[src/rtl/lcd_char_arbiter.sv]
// ---------------------------------------------------------------------------
// lcd_char_arbiter
//
// Shares the single LCD character-render engine (show_char) between N_REQ
// screen-content generators. One requester at a time holds a burst-level
// grant; the next winner is picked round-robin. The granted requester's
// character command and colours are registered onto the engine inputs, and the
// engine's completion pulse is routed back to that requester only. A watchdog
// revokes a grant that sits idle (no character issued) for TIMEOUT cycles.
//
// Ports
//   sys_clk, sys_rst     clock, synchronous active-high reset
//   init_done            LCD init complete; gates new grants
//   req / gnt            per-requester burst request (level) / one-hot grant
//   req_flag             per-requester character-start pulse
//   req_ascii/x/y/bg/fg  per-requester packed command slices (fixed width)
//   req_size             per-requester font select
//   req_done             engine done routed to the granted requester
//   show_char_done       engine completion pulse
//   show_char_flag       engine start pulse (registered, one cycle)
//   ascii_num, start_x, start_y, background_color, front_color, en_size
//                        registered command to the engine
//   timeout_err          one-cycle pulse when the watchdog revokes a grant
//
// State table
//   state     | meaning
//   ----------+---------------------------------------------------------------
//   S_IDLE    | no grant; arbitrate when init_done and any req is high
//   S_GRANT   | grant held, waiting for the owner's next req_flag; watchdog on
//   S_BUSY    | character in flight; command frozen, waiting show_char_done
//   S_RELEASE | one cycle: drop gnt, restore default colours, advance rr_ptr
// ---------------------------------------------------------------------------
module lcd_char_arbiter #(
    parameter int          N_REQ   = 2,
    parameter int          TIMEOUT = 1024,
    parameter logic [15:0] DEF_BG  = 16'hE73F,
    parameter logic [15:0] DEF_FG  = 16'h0000
) (
    input  logic                  sys_clk,
    input  logic                  sys_rst,
    input  logic                  init_done,
    input  logic [N_REQ-1:0]      req,
    output logic [N_REQ-1:0]      gnt,
    input  logic [N_REQ-1:0]      req_flag,
    input  logic [N_REQ*8-1:0]    req_ascii,
    input  logic [N_REQ*9-1:0]    req_x,
    input  logic [N_REQ*9-1:0]    req_y,
    input  logic [N_REQ*16-1:0]   req_bg,
    input  logic [N_REQ*16-1:0]   req_fg,
    input  logic [N_REQ-1:0]      req_size,
    output logic [N_REQ-1:0]      req_done,
    input  logic                  show_char_done,
    output logic                  show_char_flag,
    output logic [7:0]            ascii_num,
    output logic [8:0]            start_x,
    output logic [8:0]            start_y,
    output logic [15:0]           background_color,
    output logic [15:0]           front_color,
    output logic                  en_size,
    output logic                  timeout_err
);

    localparam int IDX_W = (N_REQ > 1) ? $clog2(N_REQ) : 1;
    localparam int SUM_W = IDX_W + 1;
    localparam int WD_W  = (TIMEOUT > 1) ? $clog2(TIMEOUT) : 1;

    localparam logic [WD_W-1:0]  WD_TC    = WD_W'(TIMEOUT - 1);
    localparam logic [SUM_W-1:0] N_SUM    = SUM_W'(N_REQ);
    localparam logic [IDX_W-1:0] LAST_IDX = IDX_W'(N_REQ - 1);
    localparam logic [N_REQ-1:0] ONE_HOT0 = N_REQ'(1);

    typedef enum logic [1:0] {
        S_IDLE    = 2'd0,
        S_GRANT   = 2'd1,
        S_BUSY    = 2'd2,
        S_RELEASE = 2'd3
    } state_t;

    state_t           state;
    logic [IDX_W-1:0] gidx;     // index of the current owner
    logic [IDX_W-1:0] rr_ptr;   // where the next search starts: last winner + 1
    logic [WD_W-1:0]  wd;

    // Unpacked views of the packed request buses so the granted slice is a
    // plain array select.
    logic [7:0]  ascii_arr [N_REQ];
    logic [8:0]  x_arr     [N_REQ];
    logic [8:0]  y_arr     [N_REQ];
    logic [15:0] bg_arr    [N_REQ];
    logic [15:0] fg_arr    [N_REQ];

    for (genvar i = 0; i < N_REQ; i++) begin : g_slice
        assign ascii_arr[i] = req_ascii[8*i +: 8];
        assign x_arr[i]     = req_x[9*i +: 9];
        assign y_arr[i]     = req_y[9*i +: 9];
        assign bg_arr[i]    = req_bg[16*i +: 16];
        assign fg_arr[i]    = req_fg[16*i +: 16];
    end

    // Round-robin search: scan N_REQ candidates starting at rr_ptr, wrapping
    // modulo N_REQ. One extra bit on the sum keeps the wrap correct when
    // N_REQ is not a power of two.
    logic [IDX_W-1:0] win_idx;
    logic             win_found;
    logic [SUM_W-1:0] cand_sum;
    logic [IDX_W-1:0] cand;

    always_comb begin
        win_idx   = rr_ptr;
        win_found = 1'b0;
        cand_sum  = '0;
        cand      = '0;
        for (int k = 0; k < N_REQ; k++) begin
            cand_sum = {1'b0, rr_ptr} + SUM_W'(k);
            if (cand_sum >= N_SUM) begin
                cand_sum = cand_sum - N_SUM;
            end
            cand = cand_sum[IDX_W-1:0];
            if (!win_found && req[cand]) begin
                win_found = 1'b1;
                win_idx   = cand;
            end
        end
    end

    // Done goes straight back to whoever holds the grant, with no latency.
    assign req_done = gnt & {N_REQ{show_char_done}};

    always_ff @(posedge sys_clk) begin
        if (sys_rst) begin
            state            <= S_IDLE;
            gnt              <= '0;
            gidx             <= '0;
            rr_ptr           <= '0;
            wd               <= '0;
            show_char_flag   <= 1'b0;
            ascii_num        <= '0;
            start_x          <= '0;
            start_y          <= '0;
            background_color <= DEF_BG;
            front_color      <= DEF_FG;
            en_size          <= 1'b0;
            timeout_err      <= 1'b0;
        end else begin
            show_char_flag <= 1'b0;
            timeout_err    <= 1'b0;
            case (state)
                S_IDLE: begin
                    if (init_done && win_found) begin
                        gnt   <= ONE_HOT0 << win_idx;
                        gidx  <= win_idx;
                        wd    <= '0;
                        state <= S_GRANT;
                    end
                end

                S_GRANT: begin
                    // A start flag beats a simultaneous req drop and an
                    // expiring watchdog; the release happens after that
                    // character completes.
                    if (req_flag[gidx]) begin
                        ascii_num        <= ascii_arr[gidx];
                        start_x          <= x_arr[gidx];
                        start_y          <= y_arr[gidx];
                        background_color <= bg_arr[gidx];
                        front_color      <= fg_arr[gidx];
                        en_size          <= req_size[gidx];
                        show_char_flag   <= 1'b1;
                        wd               <= '0;
                        state            <= S_BUSY;
                    end else if (!req[gidx]) begin
                        state <= S_RELEASE;
                    end else if (wd == WD_TC) begin
                        timeout_err <= 1'b1;
                        state       <= S_RELEASE;
                    end else begin
                        wd <= wd + 1'b1;
                    end
                end

                S_BUSY: begin
                    // Command registers stay frozen; any req_flag is dropped.
                    if (show_char_done) begin
                        state <= req[gidx] ? S_GRANT : S_RELEASE;
                    end
                end

                S_RELEASE: begin
                    gnt              <= '0;
                    rr_ptr           <= (gidx == LAST_IDX) ? '0 : gidx + 1'b1;
                    background_color <= DEF_BG;
                    front_color      <= DEF_FG;
                    wd               <= '0;
                    state            <= S_IDLE;
                end

                default: begin
                    state <= S_IDLE;
                end
            endcase
        end
    end

endmodule

[config.mk]
export PLATFORM = sky130hd
export DESIGN_NAME = lcd_char_arbiter
export DESIGN_NICKNAME = d
export VERILOG_FILES = /design/src/rtl/lcd_char_arbiter.sv
export SDC_FILE = /design/constraint.sdc
export NUM_CORES = 1
export LEC_CHECK = 0
export ABC_AREA = 1
export CAP_MARGIN = 40
export CELL_PAD_IN_SITES_DETAIL_PLACEMENT = 1
export CELL_PAD_IN_SITES_GLOBAL_PLACEMENT = 1
export CORE_MARGIN = 2
export CORE_UTILIZATION = 25
export CTS_BUF_LIST = sky130_fd_sc_hd__clkbuf_16
export DETAILED_ROUTE_END_ITERATION = 10
export PLACE_DENSITY = 0.87
export SLEW_MARGIN = 20
export SYNTH_ARGS = -nofsm -noshare
export SYNTH_HDL_FRONTEND = slang
export SYNTH_SLANG_ARGS = --single-unit
[constraint.sdc]
create_clock -name sys_clk -period 1.7 [get_ports sys_clk]
set_clock_uncertainty 0.05 [all_clocks]
set_input_delay 0.34 -clock sys_clk [delete_from_list [all_inputs] [get_ports sys_clk]]
set_output_delay 0.34 -clock sys_clk [all_outputs]
set_load 0.1 [all_outputs]
==> summary.txt, run 1 <==
Run status
  • Status: completed

Power and ir drop
  • Lkg Pwr: 2.97 nW
  • PD cells: 1860 nW/µm²
  • Worst ir drop on vdd: 780 µV
  • Total power: 13.5 mW

STA
  • RSZ-0062 raised after global routing: yes
  • Max Slew Vio Count: 0
  • Fin crit period: 1.65 ns
  • Setup TNS: 0 ns
  • Worst slew pin tran: 0.388 ns
  • Max Fclk: 607 MHz
  • Count of final hold-check violations: 0
  • Final period utilization: 97.0%
  • Worst slew margin: 74.1%
  • Final setup margin: 0.0513 ns
  • Final setup viols: 0

Placed design
  • Number of buffers added on ports: 190
  • Routability cong.: 0.844
  • Detail Placement HPWL: 11,200 µm
  • Pre-CTS setup slack: -0.229 ns
  • Placed Instances: 934
  • Area post-placement: 6800 µm²

Global route
  • Top Usage Layer GRT: met2
  • First-pass GRT wire length: 23,500 µm
  • Vias in the first global route: 4,674
  • Initial antenna violation count: 0
  • Met3 Use GR: 4.92%
  • Routing usage on met1: 20.9%
  • Largest net degree at the start of global routing: 48
  • Overflow after GRT: 0
  • GR Util met2: 31.4%
  • Total track usage: 18.1%

Yosys
  • Post-Syn Area: 3850 µm²
  • Synthesized area per cell: 6.89 µm²
  • Simple logic cell fraction of the synthesized area: 31.2%
  • Main combinational cell family by area after synthesis: simple AND/OR/NAND/NOR gates
  • Cell taking the most area after synthesis: dfxtp_1
  • EDFF count, synth: 0
  • Largest cells by area after synthesis: dfxtp_1 (40%), nand2_1 (14%), o21ai_0 (7.5%), nor2_1 (7.4%), a21oi_1 (5.6%)
  • Distinct cells, synth: 28
  • Syn Nets: 689
  • Syn. warnings: 0
  • Top cell type's share of synthesized area: 40.1%
  • Synth Area in Adders: 1.63%
  • Top_reg_cell synth: dfxtp_1
  • Mux share of post-synthesis cell area: 0%
  • Post-Synthesis Cells: 558
  • Ys async rst share: 0%
  • Compound-Gate Fraction of Synth Area: 19.8%
  • Synth cell count leaders: nand2_1 (142), dfxtp_1 (77), nor2_1 (76)
  • Yosys reg bits: 77
  • XOR/XNOR Fraction of Synth Area: 0%
  • Cell with the most instances after synthesis: nand2_1
  • Sequential cell area fraction in the yosys report: 40.1%

Job
  • Number of max-cap violations: 0

Clock network
  • Clock latency on the worst-skew pair: 0.35 ns
  • Root buffer cell: clkbuf_16
  • CTS Hold Buffers Added: 0
  • Worst-path clk slew: 0.06 ns
  • CTS tree: done
  • Max Root-Sink Buffers: 2
  • TritonCTS Sinks: 77
  • H-tree levels: 3
  • CTS Buf Count: 9

Final layout
  • Fin cells: 953
  • Nets@finish: 891
  • Share of layout cells above drive strength 1: 21.7%
  • Antenna cells: 0
  • Final instance area: 7220 µm²
  • Area Growth Syn to Fin: 87.7%

Floorplan
  • IO Pins: 191
  • Die Area: 16,400 µm²
  • Core Box Area: 15,100 µm²
  • Die height: 128 µm
  • Starting Density: 25.5%
  • Die Span X: 128 µm
  • Rows: 45

Route
  • DRT Pass-1 Iters: 4
  • DRC errors left: 0
  • Vias per cell: 4.83
  • WL per Instance: 15.6 µm
  • Final WL: 14,900 µm
  • Starting DRT DRC Count: 138
  • Via Count: 4,606
  • Post-route ant nets: 0

Worst hold path
  • Tightest Hold Check Type: flip-flop to flip-flop

Critical path
  • CP Data Arrival Time: 1.86 ns
  • CP Capture Type: flip-flop
  • Critical Path RT: 1.91 ns
  • Crit Path Max Fanout: 7
  • Crit start category: input pin
  • Worst setup path class: input pin to flip-flop
[worst paths after layout]
check | startpoint | end | slack (ns) | depth (start not counted)
min reg2reg | gnt[1] | gnt[1] | 0.46 | 2
max reg2reg | state[1] | wd[9] | 0.06 | 9
max | req[0] | wd[2] | 0.05 | 6
min | gnt[1] | gnt[1] | 0.46 | 2
[sequential cells by signal, summed over array words and instances, names as in the netlist]
register          flops
background_color     16
front_color          16
wd                   10
start_x               9
start_y               9
ascii_num             8
gnt                   2
state                 2
en_size               1
gidx                  1
rr_ptr                1
show_char_flag        1
timeout_err           1
[cell usage in the layout, fill, tap and decap left out, types with 4 or more instances in the layout]
cell	synthesis	final
dfxtp_2	0	5
clkdlybuf4s50_1	0	125
a21oi_1	43	43
nand4_1	4	4
clkbuf_16	0	10
dfxtp_1	77	70
nand2_1	142	139
nand2_2	2	4
o21ai_1	8	8
nor3_2	15	15
a31oi_1	27	27
nor2_1	76	74
nor3_1	5	5
buf_12	0	71
nand3_1	20	20
buf_4	5	29
inv_2	3	5
inv_1	22	19
o21ai_0	58	58
[cells by family (layout without fill, tap and decap cells)]
group / after synthesis / count (layout)
AND/OR/NAND/NOR: 273 / 273
AO/OA/AOI/OAI: 141 / 141
flip-flops: 77 / 77
buffers and inverters: 62 / 269
adder cells (fa/ha/maj): 5 / 5
[power by group]
| part | switching [mW] | internal, mW | leakage (nW) |
|---|---|---|---|
| logic | 5.47 | 3.13 | 2.18 |
| registers | 0.557 | 2.35 | 0.633 |
| clock network | 0.817 | 1.14 | 0.152 |
[repair_timing]
| item | 4_1_cts | 5_1_grt |
|---|---|---|
| pin swaps | 0 | 6 |
| endpoints found under the setup margin | 9 | 24 |
| resized for setup | 2 | 21 |
| setup buffers | 0 | 2 |
| cloned | 0 | 1 |
[worst max-delay path: stages]
cell,delay [ns]
clkdlybuf4s50_1,0.45
o21ai_0,0.31
nand2_2,0.13
nand4_1,0.29
nand3_2,0.17
a21oi_1,0.17
[through the flow]
step / hold WS [ns] / util [%]
2_1_floorplan: 0.421 / -
3_3_place_gp: 0.447 / 45.0
3_5_place_dp: 0.454 / 45.0
4_1_cts: 0.463 / 47.1
5_1_grt: 0.473 / 47.8
6_report: 0.458 / 47.8
[layout make-up]
class / count / area (µm²)
Inverter: 25 / 101
Tap cell: 188 / 235
Multi-Input combinational cell: 419 / 2090
Clock inverter: 7 / 73.8
Fill cell: 1781 / 7870
Clock buffer: 9 / 225
Timing Repair Buffer: 228 / 2940
Sequential cell: 77 / 1560
[routing by layer]
| layer | wire length (µm) | vias up |
|---|---|---|
| met1 | 6110 | 2172 |
| met3 | 949 | 27 |
| met2 | 7410 | 148 |
| li1 | - | 2259 |
| met4 | 411 | 0 |
| met5 | 0 | - |
No activity file was read; power rests on OpenSTA's default activity.
==> run 2, diff against run 1 <==
--- a/config.mk
+++ b/config.mk
@@ -14,6 +14,7 @@
 export CTS_BUF_LIST = sky130_fd_sc_hd__clkbuf_16
 export DETAILED_ROUTE_END_ITERATION = 10
 export PLACE_DENSITY = 0.87
+export SKIP_CTS_REPAIR_TIMING = 1
 export SLEW_MARGIN = 20
 export SYNTH_ARGS = -nofsm -noshare
 export SYNTH_HDL_FRONTEND = slang
==> run 2 against run 1 <==
Against the previous run:
- sequential power barely moved
- first-iteration DRC count rose by 5.1%
- via count fell by 0.15%
- worst hold slack improved by 0.0018 ns
- global-route usage barely moved
- sequential share of layout area did not move
- non-clock buffer count did not move
- combinational power barely moved
- core utilization did not move
- clock power barely moved
- highest routed layer unchanged
==> summary.txt, run 2 (same netlist as run 1, synthesis figures left out) <==
Route
  • DR WL met2: 7360 µm (-0.65%)
  • Starting DRT DRC Count: 145 (+5.1%)
  • Vias per cell: 4.83 (-0.15%)
  • DRC errors left: 0 (unchanged)
  • DRT Pass-1 Iters: 4 (unchanged)
  • Final WL: 14,800 µm (-0.34%)
  • Max Used Layer: met4
  • Post-route ant nets: 0 (unchanged)
  • WL met3: 1020 µm (+7.4%)
  • Via Count: 4,599 (-0.15%)
  • WL per Instance: 15.6 µm (-0.34%)
  • Metal-1 WL: 6060 µm (-0.80%)

Clock network
  • TritonCTS Sinks: 77 (unchanged)
  • Max Root-Sink Buffers: 2 (unchanged)
  • Clock latency on the worst-skew pair: 0.35 ns (about the same)
  • Worst-path clk slew: 0.06 ns (about the same)
  • CTS Buf Count: 9 (unchanged)
  • Root buffer cell: clkbuf_16
  • CTS tree: done
  • H-tree levels: 3 (unchanged)

Floorplan
  • Die Area: 16,400 µm² (unchanged)
  • IO Pins: 191 (unchanged)
  • Rows: 45 (unchanged)
  • Core Box Area: 15,100 µm² (unchanged)
  • Die height: 128 µm (unchanged)
  • Starting Density: 25.5% (unchanged)
  • Die Span X: 128 µm (unchanged)

Global route
  • Largest net degree at the start of global routing: 48 (unchanged)
  • Overflow after GRT: 0 (unchanged)
  • Initial antenna violation count: 0 (unchanged)
  • Vias in the first global route: 4,681 (+0.15%)
  • Total track usage: 18.1% (-0.026 points)
  • First-pass GRT wire length: 23,500 µm (about the same)

Worst hold path
  • Tightest Hold Check Type: flip-flop to flip-flop

STA
  • RSZ-0062 raised after global routing: yes
  • Final hold slack: 0.460 ns (+0.00177 ns)
  • Worst slew pin tran: 0.388 ns (-0.000182 ns)
  • Max Slew Vio Count: 0 (unchanged)
  • Fin crit period: 1.63 ns (-0.0140 ns)
  • Worst slew margin: 74.1% (about the same)
  • Final period utilization: 96.2% (-0.82 points)
  • Final setup viols: 0 (unchanged)
  • Max Fclk: 612 MHz (+0.86%)
  • Count of final hold-check violations: 0 (unchanged)

Placed design
  • Number of buffers added on ports: 190 (unchanged)
  • Routability cong.: 0.844 (unchanged)
  • Placed Instances: 934 (unchanged)
  • Detail Placement HPWL: 11,200 µm (unchanged)
  • Area post-placement: 6800 µm² (unchanged)

Final layout
  • Nets@finish: 891 (unchanged)
  • Layout filler cell count: 1,776 (-0.28%)
  • Largest regs: background_color x16, front_color x16, wd x10
  • Fin cells: 953 (unchanged)
  • Most common cell after layout, fill and taps aside: nand2_1
  • Register area: 1560 µm² (unchanged)
  • Area Growth Syn to Fin: 87.7% (unchanged)
  • Post-layout util: 47.8% (unchanged)
  • Multi-input logic area: 2090 µm² (unchanged)
  • Most frequent cells in the layout: nand2_1 (139), clkdlybuf4s50_1 (125), nor2_1 (74), buf_12 (71), dfxtp_1 (70)
  • Antenna cells: 0 (unchanged)
  • Share of layout cells above drive strength 1: 21.7% (unchanged)
  • Final instance area: 7220 µm² (unchanged)

Critical path
  • CP Data Arrival Time: 1.85 ns (about the same)
  • Worst setup path class: flip-flop to flip-flop
  • CP Capture Type: flip-flop
  • Crit Path Max Fanout: 7 (unchanged)
  • Critical Path RT: 1.91 ns (about the same)
  • Crit start category: flip-flop

Power and ir drop
  • Worst ir drop on vdd: 780 µV (about the same)
  • Lkg Pwr: 2.97 nW (about the same)
  • PD cells: 1860 nW/µm² (about the same)

Run status
  • Status: completed

Job
  • Number of max-cap violations: 0 (unchanged)
==> run 2: worst paths after layout <==
kind                              from  endpoint  slack, ns  depth (start not counted)
worst max-delay path             wd[0]     wd[2]       0.07                          7
worst min-delay path            gnt[1]    gnt[1]       0.46                          2
worst min register to register  gnt[1]    gnt[1]       0.46                          2
worst max register to register   wd[0]     wd[2]       0.07                          7
==> run 2: through the flow <==
step	setup TNS (ns)	worst slack [ns]	total power [mW]
after floorplan	0	0.120	7.96
after CTS	-0.202	-0.0566	13.3
after global routing	-0.221	-0.101	14.1
final	0	0.0653	13.5
after detailed placement	-11.45	-0.229	11.3
after global placement	-7.30	-0.169	11.1
==> run 2: where the power goes <==
group	switching, mW	leakage (nW)	internal (mW)
Sequential	0.556	0.633	2.35
Combinational	5.47	2.18	3.13
Clock	0.817	0.152	1.14
Total	6.84	2.97	6.62
==> run 2: cell type report <==
type / count / share of cell area (%)
multi-input cells: 419 / 29.0
well taps: 188 / 3.26
inverters: 25 / 1.40
flip-flops and latches: 77 / 21.5
clock buffers: 9 / 3.12
repair buffers: 228 / 40.7
clock inverters: 7 / 1.02
==> run 2: per-layer routing <==
metal  global-route usage (%)  vias up
met1                     20.8     2163
met3                     4.92       28
met4                     8.14        0
met2                     31.2      149
li1                         -     2259
met5                        0        -
==> run 2: worst max-delay path: stages, from the launching register on <==
cell and delay [ns]:
dfxtp_2 0.35, ha_4 0.15, nand2_4 0.06, nor2_4 0.17, nand3_4 0.12, nand4_1 0.30
nand3_2 0.17, a21oi_1 0.17
